`config.mk`:
```
export PLATFORM = sky130hd
export DESIGN_NAME = psum_spad_sequencer
export DESIGN_NICKNAME = d
export VERILOG_FILES = /design/src/rtl/psum_spad_sequencer.sv
export SDC_FILE = /design/constraint.sdc
export NUM_CORES = 1
export LEC_CHECK = 0
export BUFFER_PORTS_ARGS = -buffer_cell sky130_fd_sc_hd__buf_2
export CAP_MARGIN = 10
export CORE_AREA = 8 8 68 55
export DETAILED_ROUTE_END_ITERATION = 6
export DIE_AREA = 0 0 76 63
export GPL_ROUTABILITY_DRIVEN = 0
export HOLD_SLACK_MARGIN = 0.06
export PLACE_DENSITY_LB_ADDON = 0.15
export SKIP_CTS_REPAIR_TIMING = 1
export SLEW_MARGIN = 30
export SYNTH_ARGS = -nofsm -noshare
export SYNTH_HDL_FRONTEND = slang
export SYNTH_SLANG_ARGS = --single-unit
```
`constraint.sdc`:
```
create_clock -name clk -period 2.1 [get_ports clk]
set_clock_uncertainty 0.15 [all_clocks]
set_input_delay 0.105 -clock clk [delete_from_list [all_inputs] [get_ports clk]]
set_output_delay 0.105 -clock clk [all_outputs]
set_load 0.01 [all_outputs]
```
`src/rtl/psum_spad_sequencer.sv`:
```
// Partial-sum scratchpad sequencer: clear, multi-pass accumulate, then drain.
// Optional abort input/aborted output enabled by defining PSUM_ABORT_EN.
module psum_spad_sequencer #(
  parameter int DEPTH  = 12,
  parameter int ADDR_W = 4,
  parameter int PASS_W = 4
) (
  input  logic              clk,
  input  logic              rstn,
`ifdef PSUM_ABORT_EN
  input  logic              abort,
  output logic              aborted,
`endif
  input  logic              start,
  input  logic [ADDR_W:0]   cfg_len,
  input  logic [PASS_W-1:0] cfg_passes,
  input  logic              in_valid,
  output logic              in_ready,
  output logic              spad_we,
  output logic [ADDR_W-1:0] spad_waddr,
  output logic              spad_re,
  output logic [ADDR_W-1:0] spad_raddr,
  output logic              acc_sel,
  output logic              out_valid,
  input  logic              out_ready,
  output logic              clear,
  output logic              busy,
  output logic              done
);

  localparam int LEN_W = ADDR_W + 1;
  localparam logic [LEN_W-1:0] DEPTH_L = LEN_W'(DEPTH);

  typedef enum logic [2:0] {
    IDLE  = 3'd0,
    CLEAR = 3'd1,
    ACCUM = 3'd2,
    DRAIN = 3'd3,
    DONE  = 3'd4
  } state_t;

  state_t              r_state, w_state_next;
  logic [LEN_W-1:0]    r_len, w_len_next;
  logic [PASS_W-1:0]   r_passes, w_passes_next;
  logic [ADDR_W-1:0]   r_idx, w_idx_next;
  logic [PASS_W-1:0]   r_pass, w_pass_next;

  logic [LEN_W-1:0]    w_len_clamped;
  logic                w_last_idx;
  logic                w_last_pass;
  logic                w_abort_hit;

  assign w_len_clamped = (cfg_len > DEPTH_L) ? DEPTH_L : cfg_len;
  assign w_last_idx    = ({1'b0, r_idx} == (r_len - LEN_W'(1)));
  assign w_last_pass   = (r_pass == (r_passes - PASS_W'(1)));

`ifdef PSUM_ABORT_EN
  assign w_abort_hit = abort && (r_state != IDLE);
`else
  assign w_abort_hit = 1'b0;
`endif

  always_ff @(posedge clk) begin
    if (!rstn) begin
      r_state  <= IDLE;
      r_len    <= '0;
      r_passes <= '0;
      r_idx    <= '0;
      r_pass   <= '0;
    end else begin
      r_state  <= w_state_next;
      r_len    <= w_len_next;
      r_passes <= w_passes_next;
      r_idx    <= w_idx_next;
      r_pass   <= w_pass_next;
    end
  end

`ifdef PSUM_ABORT_EN
  always_ff @(posedge clk) begin
    if (!rstn) aborted <= 1'b0;
    else       aborted <= w_abort_hit;
  end
`endif

  always_comb begin
    w_state_next  = r_state;
    w_len_next    = r_len;
    w_passes_next = r_passes;
    w_idx_next    = r_idx;
    w_pass_next   = r_pass;
    in_ready      = 1'b0;
    spad_we       = 1'b0;
    spad_waddr    = '0;
    spad_re       = 1'b0;
    spad_raddr    = '0;
    acc_sel       = 1'b0;
    out_valid     = 1'b0;
    clear         = 1'b0;
    busy          = 1'b0;
    done          = 1'b0;

    case (r_state)
      IDLE: begin
        if (start) begin
          w_len_next    = w_len_clamped;
          w_passes_next = cfg_passes;
          if (w_len_clamped == '0 || cfg_passes == '0) w_state_next = DONE;
          else                                         w_state_next = CLEAR;
        end
      end
      CLEAR: begin
        busy         = 1'b1;
        clear        = 1'b1;
        w_idx_next   = '0;
        w_pass_next  = '0;
        w_state_next = ACCUM;
      end
      ACCUM: begin
        busy       = 1'b1;
        in_ready   = 1'b1;
        spad_waddr = r_idx;
        spad_raddr = r_idx;
        if (in_valid) begin
          // First pass overwrites; later passes read-modify-write the same entry.
          spad_we = 1'b1;
          acc_sel = (r_pass != '0);
          spad_re = (r_pass != '0);
          if (w_last_idx) begin
            w_idx_next = '0;
            if (w_last_pass) w_state_next = DRAIN;
            else             w_pass_next  = r_pass + PASS_W'(1);
          end else begin
            w_idx_next = r_idx + ADDR_W'(1);
          end
        end
      end
      DRAIN: begin
        busy       = 1'b1;
        out_valid  = 1'b1;
        spad_re    = 1'b1;
        spad_raddr = r_idx;
        if (out_ready) begin
          if (w_last_idx) begin
            w_idx_next   = '0;
            w_state_next = DONE;
          end else begin
            w_idx_next = r_idx + ADDR_W'(1);
          end
        end
      end
      DONE: begin
        busy         = 1'b1;
        done         = 1'b1;
        w_state_next = IDLE;
      end
      default: w_state_next = IDLE;
    endcase

    // Abort wins over every transition and suppresses all strobes this cycle.
    if (w_abort_hit) begin
      w_state_next = IDLE;
      w_idx_next   = r_idx;
      w_pass_next  = r_pass;
      in_ready     = 1'b0;
      spad_we      = 1'b0;
      spad_re      = 1'b0;
      acc_sel      = 1'b0;
      out_valid    = 1'b0;
      clear        = 1'b0;
      done         = 1'b0;
    end
  end

endmodule

```
# After elaboration in Yosys (flattened, before gate mapping)
# Index checks and enable logic that the tools add are counted.
dict set report word_totals {
  n_memories 0
  out_inout_bits 16
  latchBits 0
  romBits 0
  ramBits 0
  reg_bits 20
  wordCells 65
}
dict set report classes {
  order_cmp 1
  n_eq_ne 13
  n_reduce_logical 13
  n_div 0
  mux 29
  n_mul 0
  bitwise_logic 0
  addsub 4
  n_shift 0
}
# cell n
set ops {}
lappend ops {{4-bit 2-to-1 mux} 8}
lappend ops {{3-bit 2-to-1 mux} 7}
lappend ops {{2-bit inequality test, second input constant} 7}
lappend ops {{3-bit case mux with 4 select lines} 1}
lappend ops {{4-bit case mux with 3 select lines} 1}
lappend ops {{1-bit 2-to-1 mux} 9}
lappend ops {{4-bit by 1-bit adder with 4-bit output, second input constant} 2}
lappend ops {{4-bit case mux with 2 select lines} 1}
lappend ops {{3-bit by 2-bit equality test with 1-bit output, second input constant} 2}
lappend ops {{6-bit AND reduction} 1}
lappend ops {{4-bit by 5-bit equality test with 1-bit output} 1}
lappend ops {{5-bit by 4-bit greater-than comparator with 1-bit output, second input constant} 1}
lappend ops {{5-bit zero test} 1}
lappend ops {{5-bit 2-to-1 mux} 1}
lappend ops {{5-bit by 1-bit subtractor with 5-bit output, second input constant} 1}
lappend ops {{4-bit equality test} 1}
lappend ops {{4-bit zero test} 1}
lappend ops {{4-bit AND reduction} 1}
lappend ops {{4-bit nonzero test} 1}
lappend ops {{4-bit OR reduction} 1}
lappend ops {{4-bit by 1-bit subtractor with 4-bit output, second input constant} 1}
lappend ops {{3-bit by 1-bit equality test with 1-bit output, second input constant} 1}
lappend ops {{3-bit equality test, second input constant} 1}
lappend ops {{3-bit zero test} 1}
lappend ops {{other kinds (7)} 7}

# Longest topological paths before layout
# Gate-level depths: netlist of run 1.
dict set report depth {
  ltp_word 7
  depth_mapped 7
}

# Least setup slack after synthesis of run 1
# OpenSTA, ideal clock, no wires.
dict set report synth_path {
  path_kind {register to register}
  from {reg r_len[0]}
  to {reg r_pass[2]}
  setup_time_ns 0.072
  synth_period_minus_slack_ns 1.861
  t_arrival_ns 1.640
  path_slack_ns 0.239
  required_time_ns 1.878
  n_path_buf 0
  path_stages_with_launch 8
  path_cell_list {dfxtp_1 > inv_1 > ha_1 > xor2_1 > o32ai_2 > o211ai_1 > a211oi_2 > mux2i_1}
}
dict set report synth_between {
  elab_chain_len 4
}
# element line
set synth_lines {}
lappend synth_lines {{from (decl)} 43} ;# logic [LEN_W-1:0] r_len, w_len_next;
lappend synth_lines {{from (signal assigned)} 72} ;# r_len <= w_len_next;
lappend synth_lines {{5-bit by 1-bit subtractor with 5-bit output} 54} ;# assign w_last_idx = ({1'b0, r_idx} == (r_len - LEN_W'(1)));
lappend synth_lines {{4-bit by 5-bit equality test with 1-bit output} 54}
lappend synth_lines {{2-bit inequality test (no line)} n/a}
lappend synth_lines {{4-bit AND reduction (no line)} n/a}
lappend synth_lines {{to (signal assigned)} 75} ;# r_pass <= w_pass_next;
lappend synth_lines {{to (decl)} 46} ;# logic [PASS_W-1:0] r_pass, w_pass_next;
# No other way between the ends.
# A chain may end at the register's enable or synchronous reset.

# Worst setup path after layout of run 1
# Ends and elaborated chain as after synthesis.

==> impl_metrics.tcl, run 1 <==
set metrics [dict create \
    synth_area_per_cell_sq_um 8.61 \
    clock.fmax_ghz 0.487 \
    vias 1280 \
    first_pass_grt_wire_length_mm 5.47 \
    final_max_tran_viols 0 \
    grt_start_max_net_pins 15 \
    worst_hold_path_type "input port to register" \
    required_arrival_time_at_the_worst_endpoint_ps 2190 \
    post-route-period-util_pct 97.9 \
    setup_total_neg_slack_ps 0 \
    yosysWarnings 0 \
    vias_per_cell 5.36 \
    postLayoutCoreUtil_pct 63.4 \
    timing_hold_violations_final 0 \
    post-route-drc-count 0 \
    final_layout_size_suffix_gt1_share_pct 26.4 \
    placement.cell_area_sq_um 1570 \
    type_of_destination_of_the_critical_path "register" \
    final_design_area_no_fill_sq_um 1740 \
    ctsRootBufferMaster "sky130_fd_sc_hd__clkbuf_4" \
    run_status "completed" \
    n_fill_cell 228 \
    global_route.overflow_total 0 \
    syn_inst 157 \
    insertedDiodeCount 0 \
    net_count_final 222 \
    io_buffer_count 29 \
    antenna_found_initial 0 \
    path_clk_slew_ps 110 \
    worstPathCellList "inv_1, ha_4, xor2_1, o32ai_2, o211ai_1, a211oi_2, mux2i_1" \
    vdd.ir_drop.worst_v 0.000576 \
    maxCapViolCount 0 \
    finalWirelength_mm 3.39 \
    period_minus_slack_ps 2060 \
    via_count_of_the_first_global_routing_pass 1242 \
    whs_ps 76.9 \
    syn-cell-area_sq_um 1350 \
    area.growth.synth_to_final_pct 28.6 \
    worst_skew_pair_later_pin_latency_ps 310 \
    worstSetupPathType "register to register" \
    drtPass1Iterations 4 \
    design.portCount 30 \
    cp_slowest_cell "sky130_fd_sc_hd__dfxtp_4" \
    tritoncts "done" \
    chipWidth_microns 76 \
    die_h_microns 63 \
    setup_viol_count_final 0 \
    core_area_sq_um 2740 \
    slowest_delay_ps 370 \
    dp_hpwl_mm 2.56 \
    cp_max_fo 4 \
    crit_path_start_kind "register" \
    worstPathArrival_ps 2150 \
    clock_tree.buffer_depth 2 \
    tightestPinTransition_ps 433 \
    ys_types 44 \
    tritoncts.num_buffers 3 \
    number_of_nets_produced_by_synthesis 176 \
    antenna_nets_post_route 0 \
    slew_headroom_pct 71.1 \
    dr.first_iter.drc_count 82 \
    power-per-cell-area_nw_per_um2 917 \
    wire_per_inst_microns 14.2 \
    yosysSeqAreaShare_pct 29.6 \
    area_enclosed_by_the_die_boundary_sq_um 4790 \
    num_rows 17 \
    clock_tree.htree_level_count 1 \
    postSynthRegisterBits 20 \
    clock-sinks 20 \
    groute.usage.overall_pct 13.4 \
    leakagePower_nw 0.758 \
    start_util_pct 49.3 \
]
-- sequential cells by signal, summed over array words and instances (netlist names) --
signal	flops
r_passes	4
r_pass	4
r_idx	4
r_state	3
r_len	5
-- cells by family after synthesis --
family / after synthesis / synth area share, %
simple gates: 68 / 29.4
compound gates: 26 / 15.8
flops: 20 / 29.6
xor+xnor: 15 / 9.71
buf+inv: 15 / 4.81
mux: 8 / 6.01
fa+ha+maj: 5 / 4.63
-- path summary, 6_finish.rpt --
check             from  slack (ps)        end  cells past startpoint
min reg2reg  r_pass[3]         360  r_pass[3]                      2
min               rstn          80   r_len[3]                      3
max reg2reg   r_len[0]          40  r_pass[2]                      7
max           r_len[0]          40  r_pass[2]                      7
-- worst max-delay path, delay by kind of cell (launching register included) --
family	cells	cell delay (ps)
xor+xnor	1	150
buf+inv	1	70
fa+ha+maj	1	170
mux	1	230
flops	1	370
compound gates	3	840
-- placed cells by master (no fill, tap or decap), drive strengths merged, types with 2 or more instances in the layout --
master	n
nand3	4
xnor2	9
nor3	4
nor2	10
buf	37
o311a	2
inv	9
o22ai	2
nor4	2
a22oi	2
clkbuf	3
nor3b	2
dlygate4sd3	10
nand3b	3
nand4	2
nand2b	5
a211oi	4
and2	12
nor2b	9
a21oi	5
xor2	6
nand4b	2
ha	5
dfxtp	20
o211a	2
nand2	9
mux2i	7
o211ai	2
-- cells in the mapped netlist (all sizes together) --
cell | instances | area, sq um
nor2 | 10 | 40.0
nand2 | 9 | 33.8
xnor2 | 9 | 78.8
a21boi | 1 | 7.51
a22oi | 2 | 15.0
nor3b | 2 | 15.0
nor3 | 4 | 25.0
mux2i | 7 | 70.1
nand2b | 5 | 31.3
buf | 5 | 27.5
nand3b | 3 | 22.5
a21oi | 5 | 25.0
o21ai | 1 | 5.00
clkbuf | 1 | 3.75
o311ai | 1 | 8.76
o211ai | 2 | 15.0
mux2 | 1 | 11.3
nor4 | 2 | 18.8
nor2b | 9 | 56.3
ha | 5 | 62.6
a21o | 1 | 7.51
and2 | 12 | 75.1
o311a | 2 | 20.0
inv | 9 | 33.8
dfxtp | 20 | 400
or3b | 1 | 8.76
o211a | 2 | 20.0
o31ai | 1 | 12.5
o32ai | 1 | 16.3
xor2 | 6 | 52.6
and3 | 1 | 6.26
and3b | 1 | 8.76
nand4b | 2 | 17.5
nand4 | 2 | 12.5
a211oi | 4 | 40.0
or2 | 1 | 6.26
o22ai | 2 | 12.5
nand3 | 4 | 20.0
o31a | 1 | 8.76
-- area by class of cell --
class	instances	area [sq um]	area share, %
clock buffer	3	22.5	1.29
multi-input combinational	122	925	53.2
sequential	20	405	23.3
tap	38	47.5	2.73
inverter	9	33.8	1.94
timing repair buffer	47	305	17.6
-- per-stage QoR --
| stage | power (mW) | setup WS (ps) | instances |
|---|---|---|---|
| 2_1_floorplan | 1.11 | 239 | 157 |
| 5_1_grt | 1.70 | -3.13 | 239 |
| 4_1_cts | 1.54 | -41.7 | 228 |
| 3_5_place_dp | 1.34 | 29.4 | 225 |
| 3_3_place_gp | 1.32 | 134 | 225 |
| 6_report | 1.59 | 44.7 | 239 |
-- report_power, final --
part	total [mW]	internal, mW	switching [mW]	leakage (nW)
clock	0.192	0.0672	0.124	0.0138
combinational	0.891	0.418	0.472	0.580
sequential	0.513	0.440	0.0729	0.164
-- per-layer routing --
metal / global-route usage [%] / routed length [microns]
met1: 15.1 / 1490
met4: 4.63 / 48
met2: 23.5 / 1680
met3: 3.74 / 168
met5: 0 / 0
Power figures use the tool's default switching activity.
==> inputs of run 2 (changes only) <==
==> constraint.sdc (replaced) <==
create_clock -name clk -period 2.1 [get_ports clk]
set_clock_uncertainty 0.15 [all_clocks]
set_input_delay 0.105 -clock clk [delete_from_list [all_inputs] [get_ports clk]]
set_output_delay 0.105 -clock clk [all_outputs]
set_load 0.05 [all_outputs]
==> impl_metrics.tcl, run 2 (synthesis results as in run 1) <==
set metrics [dict create \
    slew_headroom_pct 69.3 \
    clock.fmax_ghz 0.497 \
    pwr-share-clk_pct 12.4 \
    post-route-drc-count 0 \
    power-per-cell-area_nw_per_um2 1010 \
    slowest_delay_ps 380 \
    setup_viol_count_final 0 \
    global_route.overflow_total 0 \
    internal_power_mw 0.969 \
    type_of_destination_of_the_critical_path "register" \
    vias_per_cell 5.29 \
    worst_skew_pair_later_pin_latency_ps 300 \
    finalWirelength_mm 3.47 \
    core_area_sq_um 2740 \
    grt_start_max_net_pins 16 \
    chipWidth_microns 76 \
    wire_per_inst_microns 14.4 \
    instances_no_fill 241 \
    period_minus_slack_ps 2010 \
    area_enclosed_by_the_die_boundary_sq_um 4790 \
    worstSetupPathType "register to register" \
    power.share.switching_pct 46.0 \
    final_layout_size_suffix_gt1_share_pct 29.2 \
    post-route-period-util_pct 95.8 \
    die_h_microns 63 \
    io_buffer_count 29 \
    area.growth.synth_to_final_pct 31.6 \
    clock_tree.htree_level_count 1 \
    groute.usage.overall_pct 13.1 \
    most_common_cell_after_layout_fill_and_taps_aside "sky130_fd_sc_hd__buf_2" \
    worstPathArrival_ps 2100 \
    required_arrival_time_at_the_worst_endpoint_ps 2190 \
    start_util_pct 49.3 \
    hold_path.startpoint "in_valid" \
    largest_register "r_len" \
    share_seq_of_total_power_pct 28.8 \
    tritoncts "done" \
    ctsRootBufferMaster "sky130_fd_sc_hd__clkbuf_4" \
    antenna_nets_post_route 0 \
    clock-sinks 20 \
    timing_hold_violations_final 0 \
    cp_slowest_cell "sky130_fd_sc_hd__dfxtp_2" \
    net_count_final 222 \
    largest_register_ff_count 5 \
    worstSetupStartpoint "r_len[1]" \
    vias 1275 \
    first_pass_grt_wire_length_mm 5.39 \
    maxCapViolCount 0 \
    dp_cells 223 \
    worstPathCellList "inv_2, ha_4, xor2_2, o32ai_2, o211ai_1, a211oi_2, mux2i_1" \
    path_clk_slew_ps 120 \
    worst_hold_path_type "input port to register" \
    crit_path_start_kind "register" \
    p_switching_mw 0.824 \
    vdd.ir_drop.worst_v 0.000490 \
    dr.first_iter.drc_count 62 \
    antenna_found_initial 1 \
    num_rows 17 \
    leakagePower_nw 0.766 \
    drtPass1Iterations 4 \
    clock_tree.buffer_depth 2 \
    dp_hpwl_mm 2.50 \
    final_max_tran_viols 0 \
    design.portCount 30 \
    run_status "completed" \
    worst_r2r_startpoint "r_len[1]" \
    comb_power_share_pct 58.8 \
    cp_max_fo 4 \
    final_cell_mix "sky130_fd_sc_hd__buf_2, sky130_fd_sc_hd__dfxtp_1, sky130_fd_sc_hd__and2_1, sky130_fd_sc_hd__dlygate4sd3_1" \
    via_count_of_the_first_global_routing_pass 1196 \
    postLayoutCoreUtil_pct 64.9 \
    tritoncts.num_buffers 3 \
    tightestPinTransition_ps 453 \
]
## run 2: changes by cell type in the layout (fill, tap and decap cells not counted), sizes merged
cell / before / now
diode: 0 / 1
clkbuf: 3 / 4
buf: 37 / 36
dlygate4sd3: 10 / 11
## run 2: final cells by class
cell class              instances  area [sq um]
fillers                       230           963
multi-input cells             122           947
flip-flops and latches         20           405
repair buffers                 47           308
well taps                      38          47.5
clock buffers                   4          36.3
inverters                       9          33.8
diodes                          1          2.50
## run 2: per-layer routing
layer  track usage, %  up-vias  part of all wire, %
met3             3.45        8                  3.9
met1             15.3      595                   45
met2             23.4       32                   49
met4             2.20        0                  2.5
li1                 -      640                    -
met5                0        -                    0
## run 2: through the flow
step	worst slack, ps	hold WS (ps)	area [sq um]	power, mW	TNS, ps
finish	88.8	135	1780	1.79	0
global route	-23.9	163	1780	1.91	-24.4
CTS	40.0	-85.6	1600	1.72	0
detailed placement	60.5	233	1570	1.49	0
global placement	144	224	1570	1.47	0
floorplan	37.9	108	1370	1.27	0
## run 2: power by group through the flow
| stage | sequential (mW) | clock [mW] | combinational, mW |
|---|---|---|---|
| 2_1_floorplan | 0.498 | 0 | 0.774 |
| 3_3_place_gp | 0.515 | 0 | 0.952 |
| 3_5_place_dp | 0.518 | 0 | 0.976 |
| 4_1_cts | 0.510 | 0.229 | 0.978 |
| 5_1_grt | 0.525 | 0.247 | 1.14 |
| 6_report | 0.516 | 0.223 | 1.05 |
## run 2: worst max-delay path, delay by kind of cell (launching register included)
family | cells | cell delay [ps]
fa+ha+maj | 1 | 170
compound gates | 3 | 850
xor+xnor | 1 | 150
mux | 1 | 210
buf+inv | 1 | 50
flops | 1 | 380
## run 2: final timing paths
kind / endpoint / slack, ps / depth (start not counted)
max reg2reg: r_pass[2] / 90 / 7
min: r_pass[1] / 140 / 4
min reg2reg: r_pass[3] / 380 / 2
max: r_pass[2] / 90 / 7
